**src/rtl/me1_mem_stage.sv**
```systemverilog
// rtl/me1_mem_stage.sv - ME1 memory stage: data-memory access, load alignment, branch resolve, WB1 registers
module me1_mem_stage #(
    parameter int unsigned TIMEOUT_CYCLES = 255
) (
    input  logic        CLK,
    input  logic        RST,
    input  logic        r_me1_valid_Q,
    input  logic [31:0] r_me1_pc_Q,
    input  logic [31:0] r_me1_alu_Q,
    input  logic [31:0] r_me1_bradd_Q,
    input  logic [31:0] r_me1_wtdat_Q,
    input  logic [3:0]  r_me1_memop_Q,
    input  logic [2:0]  r_me1_branchop_Q,
    input  logic        r_me1_zero_Q,
    input  logic [4:0]  r_me1_rd_Q,
    input  logic        r_me1_regwrite_Q,
    input  logic [1:0]  r_me1_rfwt_sel_Q,
    input  logic        r_me1_order_Q,
    output logic        dmem_req,
    output logic        dmem_we,
    output logic [31:0] dmem_addr,
    output logic [3:0]  dmem_be,
    output logic [31:0] dmem_wdata,
    input  logic        dmem_gnt,
    input  logic        dmem_rvalid,
    input  logic [31:0] dmem_rdata,
    input  logic        dmem_err,
    output logic        me1_stall,
    output logic        me1_redirect,
    output logic [31:0] me1_target,
    output logic        wb1_valid,
    output logic [4:0]  wb1_rd,
    output logic        wb1_regwrite,
    output logic [31:0] wb1_result,
    output logic [31:0] wb1_pc,
    output logic        wb1_order,
    output logic        wb1_exc,
    output logic [1:0]  wb1_cause
);

    localparam logic [7:0] TMO_LIMIT = 8'(TIMEOUT_CYCLES);

    typedef enum logic [1:0] {S_IDLE, S_REQ, S_RESP} state_t;

    state_t     state_q;
    logic [7:0] tmo_cnt_q;

    logic        is_load, is_store, sext, aligned;
    logic [1:0]  sz;
    logic [1:0]  byte_off;
    logic        memacc, misalign, in_resp, timeout, resp_done, stall_raw;
    logic        bus_err, exc, taken, complete;
    logic [1:0]  cause;
    logic [31:0] lane, load_data, result;

    assign byte_off = r_me1_alu_Q[1:0];

    // sz: 0 byte, 1 half, 2 word
    always_comb begin
        is_load  = 1'b0;
        is_store = 1'b0;
        sz       = 2'd0;
        sext     = 1'b0;
        case (r_me1_memop_Q)
            4'h1: begin is_store = 1'b1; sz = 2'd0; end
            4'h2: begin is_store = 1'b1; sz = 2'd1; end
            4'h3: begin is_store = 1'b1; sz = 2'd2; end
            4'h8: begin is_load = 1'b1; sz = 2'd0; sext = 1'b1; end
            4'h9: begin is_load = 1'b1; sz = 2'd1; sext = 1'b1; end
            4'hA: begin is_load = 1'b1; sz = 2'd2; end
            4'hC: begin is_load = 1'b1; sz = 2'd0; end
            4'hD: begin is_load = 1'b1; sz = 2'd1; end
            default: ;
        endcase
    end

    always_comb begin
        case (sz)
            2'd0:    aligned = 1'b1;
            2'd1:    aligned = ~byte_off[0];
            default: aligned = (byte_off == 2'b00);
        endcase
    end

    assign memacc   = r_me1_valid_Q & (is_load | is_store) & aligned;
    assign misalign = r_me1_valid_Q & (is_load | is_store) & ~aligned;

    assign in_resp   = (state_q == S_RESP);
    assign timeout   = in_resp & ~dmem_rvalid & (tmo_cnt_q == TMO_LIMIT);
    assign resp_done = in_resp & (dmem_rvalid | timeout);
    assign stall_raw = memacc & ~resp_done;
    assign bus_err   = in_resp & dmem_rvalid & dmem_err;

    assign dmem_req   = RST & memacc & ~in_resp;
    assign dmem_we    = is_store;
    assign dmem_addr  = {r_me1_alu_Q[31:2], 2'b00};
    assign me1_stall  = RST & stall_raw;

    always_comb begin
        case (sz)
            2'd0: begin
                dmem_be    = 4'b0001 << byte_off;
                dmem_wdata = {4{r_me1_wtdat_Q[7:0]}};
            end
            2'd1: begin
                dmem_be    = 4'b0011 << byte_off;
                dmem_wdata = {2{r_me1_wtdat_Q[15:0]}};
            end
            default: begin
                dmem_be    = 4'b1111;
                dmem_wdata = r_me1_wtdat_Q;
            end
        endcase
    end

    assign lane = dmem_rdata >> {byte_off, 3'b000};

    always_comb begin
        case (sz)
            2'd0:    load_data = {{24{sext & lane[7]}}, lane[7:0]};
            2'd1:    load_data = {{16{sext & lane[15]}}, lane[15:0]};
            default: load_data = dmem_rdata;
        endcase
    end

    always_comb begin
        case (r_me1_branchop_Q)
            3'd1:    taken = r_me1_zero_Q;
            3'd2:    taken = ~r_me1_zero_Q;
            3'd3:    taken = 1'b1;
            3'd4:    taken = r_me1_alu_Q[0];
            3'd5:    taken = ~r_me1_alu_Q[0];
            default: taken = 1'b0;
        endcase
    end

    // Misalignment outranks bus error, which outranks timeout
    assign exc   = misalign | bus_err | timeout;
    assign cause = misalign ? 2'd1 : bus_err ? 2'd2 : timeout ? 2'd3 : 2'd0;

    assign me1_redirect = RST & r_me1_valid_Q & taken & ~stall_raw & ~exc;
    assign me1_target   = r_me1_bradd_Q;

    always_comb begin
        case (r_me1_rfwt_sel_Q)
            2'd1:    result = load_data;
            2'd2:    result = r_me1_pc_Q + 32'd4;
            default: result = r_me1_alu_Q;
        endcase
    end

    assign complete = r_me1_valid_Q & ~stall_raw;

    always_ff @(posedge CLK) begin
        if (!RST) begin
            state_q      <= S_IDLE;
            tmo_cnt_q    <= '0;
            wb1_valid    <= 1'b0;
            wb1_rd       <= '0;
            wb1_regwrite <= 1'b0;
            wb1_result   <= '0;
            wb1_pc       <= '0;
            wb1_order    <= 1'b0;
            wb1_exc      <= 1'b0;
            wb1_cause    <= '0;
        end else begin
            case (state_q)
                S_IDLE: begin
                    tmo_cnt_q <= '0;
                    if (memacc) state_q <= dmem_gnt ? S_RESP : S_REQ;
                end
                S_REQ: begin
                    if (dmem_gnt) state_q <= S_RESP;
                end
                S_RESP: begin
                    if (resp_done) begin
                        state_q   <= S_IDLE;
                        tmo_cnt_q <= '0;
                    end else begin
                        tmo_cnt_q <= tmo_cnt_q + 8'd1;
                    end
                end
                default: state_q <= S_IDLE;
            endcase

            // A stalled cycle inserts a bubble; payload holds
            wb1_valid <= complete;
            if (complete) begin
                wb1_rd       <= r_me1_rd_Q;
                wb1_regwrite <= r_me1_regwrite_Q & ~exc;
                wb1_result   <= result;
                wb1_pc       <= r_me1_pc_Q;
                wb1_order    <= r_me1_order_Q;
                wb1_exc      <= exc;
                wb1_cause    <= cause;
            end
        end
    end

endmodule

```
**config.mk**
```make
export PLATFORM = sky130hd
export DESIGN_NAME = me1_mem_stage
export DESIGN_NICKNAME = d
export VERILOG_FILES = /design/src/rtl/me1_mem_stage.sv
export SDC_FILE = /design/constraint.sdc
export NUM_CORES = 1
export LEC_CHECK = 0
export BUFFER_PORTS_ARGS = -buffer_cell sky130_fd_sc_hd__buf_2
export CAP_MARGIN = 20
export CORE_AREA = 5 5 138 140
export CTS_CLUSTER_SIZE = 16
export DETAILED_ROUTE_END_ITERATION = 7
export DIE_AREA = 0 0 143 145
export GPL_TIMING_DRIVEN = 0
export HOLD_SLACK_MARGIN = 0.02
export PLACE_DENSITY = 0.77
export SYNTH_ARGS = -nofsm -noshare
export SYNTH_HDL_FRONTEND = slang
export SYNTH_SLANG_ARGS = --single-unit
```
**constraint.sdc**
```tcl
create_clock -name CLK -period 3.6 [get_ports CLK]
set_clock_uncertainty 0.1 [all_clocks]
set_input_delay 0.72 -clock CLK [delete_from_list [all_inputs] [get_ports CLK]]
set_output_delay 0.72 -clock CLK [all_outputs]
set_load 0.05 [all_outputs]
```
==> impl_metrics.json, run 1 <==
{
  "cts_sinks": 85,
  "yosysSeqAreaShare_pct": 28.2,
  "h-tree-depth": 3,
  "r2r_end": "wb1_result[14]",
  "port_buffers": 324,
  "dr.pass1.iters": 6,
  "fin_crit_sh_pct": 97.1,
  "syn_area_um2": 6030,
  "ys_types": 66,
  "cts-root-buf": "clkbuf_16",
  "fin_cells": 1396,
  "cts_buffer_depth": 2,
  "max_cap_violations": 0,
  "worst_slew_pin_slew_ps": 1070,
  "drtIter0Drc": 695,
  "synth_compound_area_share_pct": 24.8,
  "hold_path.startpoint": "state_q[1]",
  "synth_top_cell_by_area": "dfxtp_1",
  "die-area_um2": 20700,
  "core_um2": 17700,
  "hold_path_class": "register to register",
  "cp_max_fo": 10,
  "grt_usage_pct": 24.9,
  "nFillCells": 1767,
  "r2r_start": "tmo_cnt_q[0]",
  "fin_hold_ws_ps": 330,
  "setup_viol": 0,
  "async_reset_ff_share_pct": 0,
  "use_met1_pct": 31.2,
  "remaining_drc_errors": 0,
  "synth_top_family_by_area": "compound AO/OA/AOI/OAI gates",
  "synth.avg_cell_area_um2": 7.34,
  "rrSetupSlack_ps": 680,
  "clk_pin_slew_ps": 60,
  "fin_setup_tns_ps": 0,
  "nets": 1344,
  "wl_per_cell_um": 19.7,
  "grtUsageMet2_pct": 41.1,
  "synth_mux_area_share_pct": 3.30,
  "synth_top_area_share_pct": 28.2,
  "ir_worst_vdd_mv": 0.227,
  "synth_simple_gate_area_share_pct": 24.5,
  "synth-main-ff-cell": "dfxtp_1",
  "start_util_pct": 34.0,
  "synthAdderAreaFrac_pct": 0.831,
  "insertion_delay_ps": 350,
  "rsz0062_at_grt": "no",
  "synth_edf_count": 0,
  "grt_max_degree": 18,
  "grt-ovfl-total": 0,
  "slew_violations": 0,
  "hold_violations": 0,
  "synthToLayoutAreaGrowth_pct": 37.9,
  "required_ps": 2780,
  "synthCells": 821,
  "cp-start-kind": "input port",
  "antenna_found_initial": 5,
  "synth_xor_area_share_pct": 4.07,
  "cts_buffers": 9,
  "viasPerCell": 5.35,
  "grt_busiest_layer": "met2",
  "dp_hpwl_um": 22200,
  "leakagePower_nw": 3.92,
  "end_kind": "primary output",
  "layout_min_cycle_time_ps": 3500,
  "relSlewSlack_pct": 26.6,
  "netlist_top_cells_area": "dfxtp_1, nand2_1, buf_4, a21oi_1, a32o_1",
  "wirelength_um": 27500,
  "ys_warn_count": 0,
  "globalplace.congestion": 0.982,
  "reg2reg_depth": 8,
  "vias": 7470,
  "drive_gt1_share_pct": 39.4,
  "die-width_um": 143,
  "grtUsageMet3_pct": 5.63,
  "grt_pass1_wl_um": 40100,
  "arrival_ps": 2680,
  "endpoint": "me1_redirect",
  "placementRows": 49,
  "dp.cells": 1375,
  "path_class": "input port to primary output",
  "cellPowerDensity_nw_per_um2": 402,
  "die_h_um": 145,
  "ant_nets": 0,
  "critPathLaunch": "r_me1_memop_Q[2]",
  "grt_pass1_vias": 6984,
  "cts_tree": "yes",
  "synth-seq-cells": 85,
  "num_io_pins": 362,
  "clock.fmax_ghz": 0.286,
  "status": "finished, final reports clean"
}
[metal layers]
metal / vias to the layer above / wire [um] / share of wire (%)
met3: 50 / 2530 / 9.2
met1: 3504 / 11100 / 40
li1: 3529 / - / -
met5: - / 13 / 0.047
met4: 2 / 818 / 3.0
met2: 385 / 13000 / 47
[worst max-delay path: stages]
cell and delay [ps]:
buf_6 120, or3b_4 420, o22ai_1 180, a32o_2 290, o31ai_4 140, nor2_2 160, clkbuf_4 240, o2111a_1 200
buf_4 200
[cell families (layout without fill, tap and decap cells)]
kind of cell | count (synthesis) | in the layout
compound gates | 214 | 214
xor+xnor | 28 | 28
fa+ha+maj | 4 | 4
buf+inv | 146 | 486
flops | 85 | 85
mux | 18 | 18
other cells | 1 | 7
simple gates | 325 | 325
[metrics by stage]
| step | cell area, um^2 | utilization (%) | worst slack, ps | total power, mW |
|---|---|---|---|---|
| after floorplan | 6030 | - | -107 | 1.94 |
| after global placement | 7940 | 44.8 | -767 | 2.33 |
| after detailed placement | 7940 | 44.8 | -781 | 2.34 |
| after CTS | 8270 | 46.7 | 3.38 | 3.34 |
| after global routing | 8300 | 46.9 | 31.9 | 3.46 |
| final | 8310 | 46.9 | 104 | 3.34 |
[cell usage after synthesis (4+ instances only)]
cell type,number
nand2_1,165
dfxtp_1,85
buf_4,73
a21oi_1,61
nor2_1,53
clkbuf_1,34
o21ai_0,31
nand2b_1,24
a32o_1,20
buf_2,19
nand3_1,18
nor3_1,17
xnor2_1,17
a22oi_1,15
nand4_1,14
inv_1,13
o211ai_1,13
o221ai_1,13
mux2i_1,12
xor2_1,11
or3_1,8
nor4_1,7
a211oi_1,6
a31oi_1,6
and4_1,6
mux2_2,5
o21a_1,5
o31ai_1,5
ha_1,4
o22ai_1,4
[layout by cell type, fill, tap and decap left out, types with 4 or more instances in the layout]
master and count:
buf_2 341, nand2_1 165, dfxtp_1 85, buf_4 75
a21oi_1 61, nor2_1 50, o21ai_0 31, clkbuf_1 31
nand2b_1 24, a32o_1 19, nand3_1 18, nor3_1 17
xnor2_1 16, a22oi_1 15, nand4_1 14, o211ai_1 13
inv_1 13, o221ai_1 13, mux2i_1 12, xor2_1 11
clkbuf_16 9, or3_1 8, nor4_1 7, and4_1 6
a211oi_1 6, a31oi_1 6, diode_2 5, o21a_1 5
mux2_2 5, o31ai_1 4, ha_1 4
[power by group]
part / leakage, nW / internal [mW] / switching (mW)
logic: 3.07 / 0.365 / 0.941
clock network: 0.154 / 0.563 / 0.439
registers: 0.695 / 1.00 / 0.0283
[layout make-up]
type	count	area (um^2)	share of cell area, %
Timing Repair Buffer	325	1630	19.6
Buffer	129	796	9.58
Multi-Input combinational cell	591	3510	42.3
Inverter	16	62.6	0.753
Clock buffer	10	239	2.88
Tap cell	229	287	3.45
Clock inverter	6	66.3	0.798
Sequential cell	85	1700	20.5
Antenna cell	5	12.5	0.151
[worst min-delay path by stage]
| stage | endpoint | slack, ps | cells after the start |
|---|---|---|---|
| after global routing | state_q[0] | 350 | 1 |
| after CTS | state_q[0] | 330 | 1 |
| after floorplan | state_q[0] | 300 | 1 |
| final | state_q[0] | 330 | 1 |
| after detailed placement | state_q[0] | 320 | 1 |
| after global placement | state_q[0] | 300 | 1 |
[flip-flops by register name, summed over array words and instances (netlist names)]
name          count
state_q           2
tmo_cnt_q         8
wb1_cause         2
wb1_exc           1
wb1_order         1
wb1_pc           32
wb1_rd            5
wb1_regwrite      1
wb1_result       32
wb1_valid         1
[what timing repair did]
action                     4_1_cts  5_1_grt
pin swaps                        1        0
setup endpoints to repair       28       13
resized for setup                9        7
hold buffers                     0        0
buffers inserted                 1        0
Note: power is estimated with default switching activity, not from simulation.
==> run 2, diff against run 1 <==
REMOVE_ABC_BUFFERS = 1   (was unset)
==> impl_metrics.json, run 2 (synthesized netlist as in run 1, its figures left out) <==
{
  "ant_nets": 0,
  "end_kind": "primary output",
  "fin_cells": 1245,
  "leakagePower_nw": 3.41,
  "path_cells": "buf_2 -> xnor2_2 -> nor2_2 -> buf_16 -> nor2_2 -> nand2_1 -> nand2_1 -> buf_2",
  "core_um2": 17700,
  "port_buffers": 295,
  "die_h_um": 145,
  "slew_violations": 0,
  "layout_min_cycle_time_ps": 3490,
  "hold_violations": 0,
  "fin_setup_tns_ps": 0,
  "clk_pin_slew_ps": 70,
  "post_dp_cell_area_um2": 7190,
  "remaining_drc_errors": 0,
  "worst_slew_pin_slew_ps": 909,
  "antenna_found_initial": 4,
  "start_util_pct": 34.0,
  "dr.pass1.iters": 5,
  "grt_pass1_vias": 6668,
  "post-route-util_pct": 42.7,
  "globalplace.congestion": 0.815,
  "cts_buffers": 9,
  "layout_commonest_cell": "buf_2",
  "dp_hpwl_um": 20300,
  "status": "finished, final reports clean",
  "ir_worst_vdd_mv": 0.215,
  "finish.instance_area_um2": 7570,
  "die-width_um": 143,
  "synthToLayoutAreaGrowth_pct": 25.6,
  "cellPowerDensity_nw_per_um2": 420,
  "rsz0062_at_grt": "no",
  "num_io_pins": 362,
  "final_cell_mix": "buf_2, nand2_1, dfxtp_1",
  "h-tree-depth": 3,
  "hold_path_class": "register to register",
  "cts_sinks": 85,
  "fin_crit_sh_pct": 97.0,
  "drtIter0Drc": 403,
  "arrival_ps": 2670,
  "grt_usage_pct": 24.3,
  "p_total_mw": 3.18,
  "drive_gt1_share_pct": 34.3,
  "die-area_um2": 20700,
  "nFillCells": 1787,
  "path_class": "input port to primary output",
  "grt-ovfl-total": 0,
  "grt_max_degree": 47,
  "nets": 1197,
  "cts-root-buf": "clkbuf_16",
  "setup_viol": 0,
  "worst_path_max_delay_cell": "xnor2_2",
  "clock.fmax_ghz": 0.287,
  "max_cap_violations": 0,
  "cp-start-kind": "input port",
  "cts_tree": "yes",
  "largestRegisters": "wb1_pc: 32 flops, wb1_result: 32 flops, tmo_cnt_q: 8 flops",
  "viasPerCell": 5.54,
  "insertion_delay_ps": 350,
  "cp_max_fo": 19,
  "dp.cells": 1224,
  "grt_pass1_wl_um": 38700,
  "critPathMaxStageDelay_ps": 470,
  "vias": 6892,
  "wirelength_um": 26700,
  "cts_buffer_depth": 2,
  "wl_per_cell_um": 21.5,
  "placementRows": 49,
  "relSlewSlack_pct": 37.9,
  "required_ps": 2780
}
run 2: stage by stage:
step                hold slack [ps]  worst slack [ps]
floorplan                       299             -3470
finish                          335               110
global placement                308             -9180
global route                    360              9.18
CTS                             327              11.9
detailed placement              321             -1030
run 2: report_power, final:
group / total, mW / switching (mW) / internal (mW)
Clock: 0.994 / 0.418 / 0.576
Combinational: 1.16 / 0.841 / 0.315
Sequential: 1.03 / 0.0290 / 1.00
Total: 3.18 / 1.29 / 1.89
run 2: layout make-up:
class                      count  area, um^2  share of cell area [%]
clock buffer                  11         253                    3.34
antenna                        1        2.50                  0.0331
inverter                      16        66.3                   0.876
tap                          229         287                    3.79
multi-input combinational    592        3520                    46.6
clock inverter                 5        58.8                   0.777
timing repair buffer         306        1670                    22.1
sequential                    85        1700                    22.5
run 2: critical path: cells and delay by family:
kind                   cells  cell delay, ps
AND/OR/NAND/NOR            4             770
buffers and inverters      3             690
XOR/XNOR                   1             470
run 2: layer usage:
layer | global-route usage (%) | part of all wire, %
met5 | 0 | 0.11
met4 | 5.51 | 1.4
met3 | 7.93 | 10
met1 | 29.8 | 40
met2 | 41.2 | 48
run 2: worst paths after layout:
check	cells after the start	to	slack [ps]	from
hold / removal	1	state_q[0]	340	state_q[1]
setup / recovery	8	dmem_wdata[15]	110	r_me1_memop_Q[3]
setup reg to reg	9	wb1_result[11]	670	tmo_cnt_q[0]
hold reg to reg	1	state_q[0]	340	state_q[1]
run 2: what timing repair did:
| action | CTS | global route |
|---|---|---|
| pin swaps | 2 | 2 |
| gates resized for setup | 9 | 1 |
| gates cloned | 0 | 1 |
| endpoints found under the hold margin | 0 | 0 |
| buffers inserted | 2 | 1 |
| hold buffers | 0 | 0 |
| endpoints found under the setup margin | 29 | 13 |
==> run 3, diff against run 2 <==
PLACE_DENSITY = 0.66   (was 0.77)
RECOVER_POWER = 25   (was unset)
==> impl_metrics.json, run 3 (synthesized netlist as in run 1, its figures left out) <==
{
  "critPathMaxStageDelay_ps": 460,
  "worst_path_max_delay_cell": "xnor2_2",
  "largestRegisters": "wb1_pc: 32 flops, wb1_result: 32 flops, tmo_cnt_q: 8 flops",
  "remaining_drc_errors": 0,
  "grt_pass1_wl_um": 38100,
  "post-route-util_pct": 42.4,
  "status": "finished, final reports clean",
  "num_io_pins": 362,
  "slew_violations": 0,
  "h-tree-depth": 3,
  "wirelength_um": 26300,
  "leakagePower_nw": 3.27,
  "globalplace.congestion": 0.835,
  "fin_crit_sh_pct": 96.1,
  "cp-start-kind": "input port",
  "cellPowerDensity_nw_per_um2": 419,
  "clk_pin_slew_ps": 70,
  "end_kind": "primary output",
  "clock.fmax_ghz": 0.289,
  "cts-root-buf": "clkbuf_16",
  "cts_buffer_depth": 2,
  "rsz0062_at_grt": "no",
  "rrSetupSlack_ps": 960,
  "insertion_delay_ps": 350,
  "cp_max_fo": 20,
  "critPathLaunch": "r_me1_memop_Q[3]",
  "setup_viol": 0,
  "path_cells": "buf_2 -> xnor2_2 -> nor2_2 -> buf_16 -> nor2_2 -> nand2_1 -> nand2_1 -> buf_2",
  "cts_buffers": 9,
  "fin_cells": 1247,
  "die-width_um": 143,
  "port_buffers": 295,
  "hold_violations": 0,
  "ant_nets": 0,
  "grt_pass1_vias": 6451,
  "r2r_start": "tmo_cnt_q[0]",
  "layout_commonest_cell": "buf_2",
  "post_dp_cell_area_um2": 7170,
  "vias": 6806,
  "layout_min_cycle_time_ps": 3460,
  "placementRows": 49,
  "required_ps": 2780,
  "wl_per_cell_um": 21.1,
  "finish.instance_area_um2": 7510,
  "cts_tree": "yes",
  "reg2reg_depth": 8,
  "max_cap_violations": 0,
  "die_h_um": 145,
  "hold_path_class": "register to register",
  "fin_hold_ws_ps": 335,
  "drive_gt1_share_pct": 31.2,
  "cts_hold_buf": 0,
  "dr.pass1.iters": 7,
  "core_um2": 17700,
  "viasPerCell": 5.46,
  "antenna_found_initial": 8,
  "p_total_mw": 3.15,
  "die-area_um2": 20700,
  "cts_sinks": 85,
  "nFillCells": 1840,
  "ir_worst_vdd_mv": 0.220,
  "final_cell_mix": "buf_2, nand2_1, dfxtp_1",
  "relSlewSlack_pct": 34.7,
  "grt_max_degree": 45,
  "r2r_end": "wb1_result[7]",
  "synthToLayoutAreaGrowth_pct": 24.6,
  "nets": 1196,
  "dp_hpwl_um": 20400,
  "endpoint": "dmem_wdata[28]",
  "grt-ovfl-total": 0,
  "worst_slew_pin_slew_ps": 973,
  "path_class": "input port to primary output",
  "start_util_pct": 34.0,
  "dp.cells": 1223,
  "grt_usage_pct": 24.0,
  "arrival_ps": 2640,
  "drtIter0Drc": 459
}
==> run 3: cell types whose count changed in the layout (fill, tap and decap cells not counted), sizes merged <==
| cell | change |
|---|---|
| clkbuf | +29 |
| inv | +3 |
| diode | +3 |
| buf | -32 |
| clkinvlp | -1 |
==> run 3: how the worst min path moves through the flow <==
stage | slack [ps] | depth (start not counted) | to | start
2_1_floorplan | 300 | 1 | state_q[0] | state_q[1]
3_3_place_gp | 310 | 1 | state_q[0] | state_q[1]
3_5_place_dp | 320 | 1 | state_q[0] | state_q[1]
4_1_cts | 330 | 1 | state_q[0] | state_q[1]
5_1_grt | 350 | 1 | state_q[0] | state_q[1]
6_report | 340 | 1 | state_q[0] | state_q[1]
==> run 3: what timing repair did <==
item	CTS	global route
pin swaps	2	2
gates cloned	0	1
hold endpoints to repair	0	0
setup endpoints to repair	28	9
setup buffers	2	1
resized for setup	10	1
==> run 3: layout make-up <==
class	count	area, um^2	share of cell area, %
Multi-Input combinational cell	592	3520	47.0
Sequential cell	85	1700	22.7
Timing Repair Buffer	305	1610	21.5
Tap cell	229	287	3.82
Clock buffer	9	225	3.00
Clock inverter	7	80.1	1.07
Inverter	16	66.3	0.883
Antenna cell	4	10.0	0.133
==> run 3: power breakdown <==
group / switching [mW] / internal (mW) / total (mW)
combinational: 0.831 / 0.304 / 1.13
sequential: 0.0293 / 1.00 / 1.03
clock: 0.435 / 0.547 / 0.982
==> run 3: through the flow <==
| stage | setup TNS (ps) | worst slack (ps) |
|---|---|---|
| 6_report | 0 | 142 |
| 5_1_grt | 0 | 29.0 |
| 4_1_cts | 0 | 57.5 |
| 3_5_place_dp | -13160 | -1110 |
| 3_3_place_gp | -421540 | -8620 |
| 2_1_floorplan | -135010 | -3470 |
==> run 3: critical path, delay by kind of cell <==
family / cells / cell delay [ps]
and+or+nand+nor: 4 / 750
buffers and inverters: 3 / 680
xor gates and xnor gates: 1 / 460
==> run 3: per-layer routing <==
layer | share of wire [%] | global-route usage [%] | vias to the layer above
li1 | - | - | 3234
met1 | 41 | 30.1 | 3161
met2 | 46 | 38.9 | 368
met3 | 11 | 9.61 | 31
met4 | 1.1 | 4.47 | 12
met5 | 0.62 | 3.59 | -
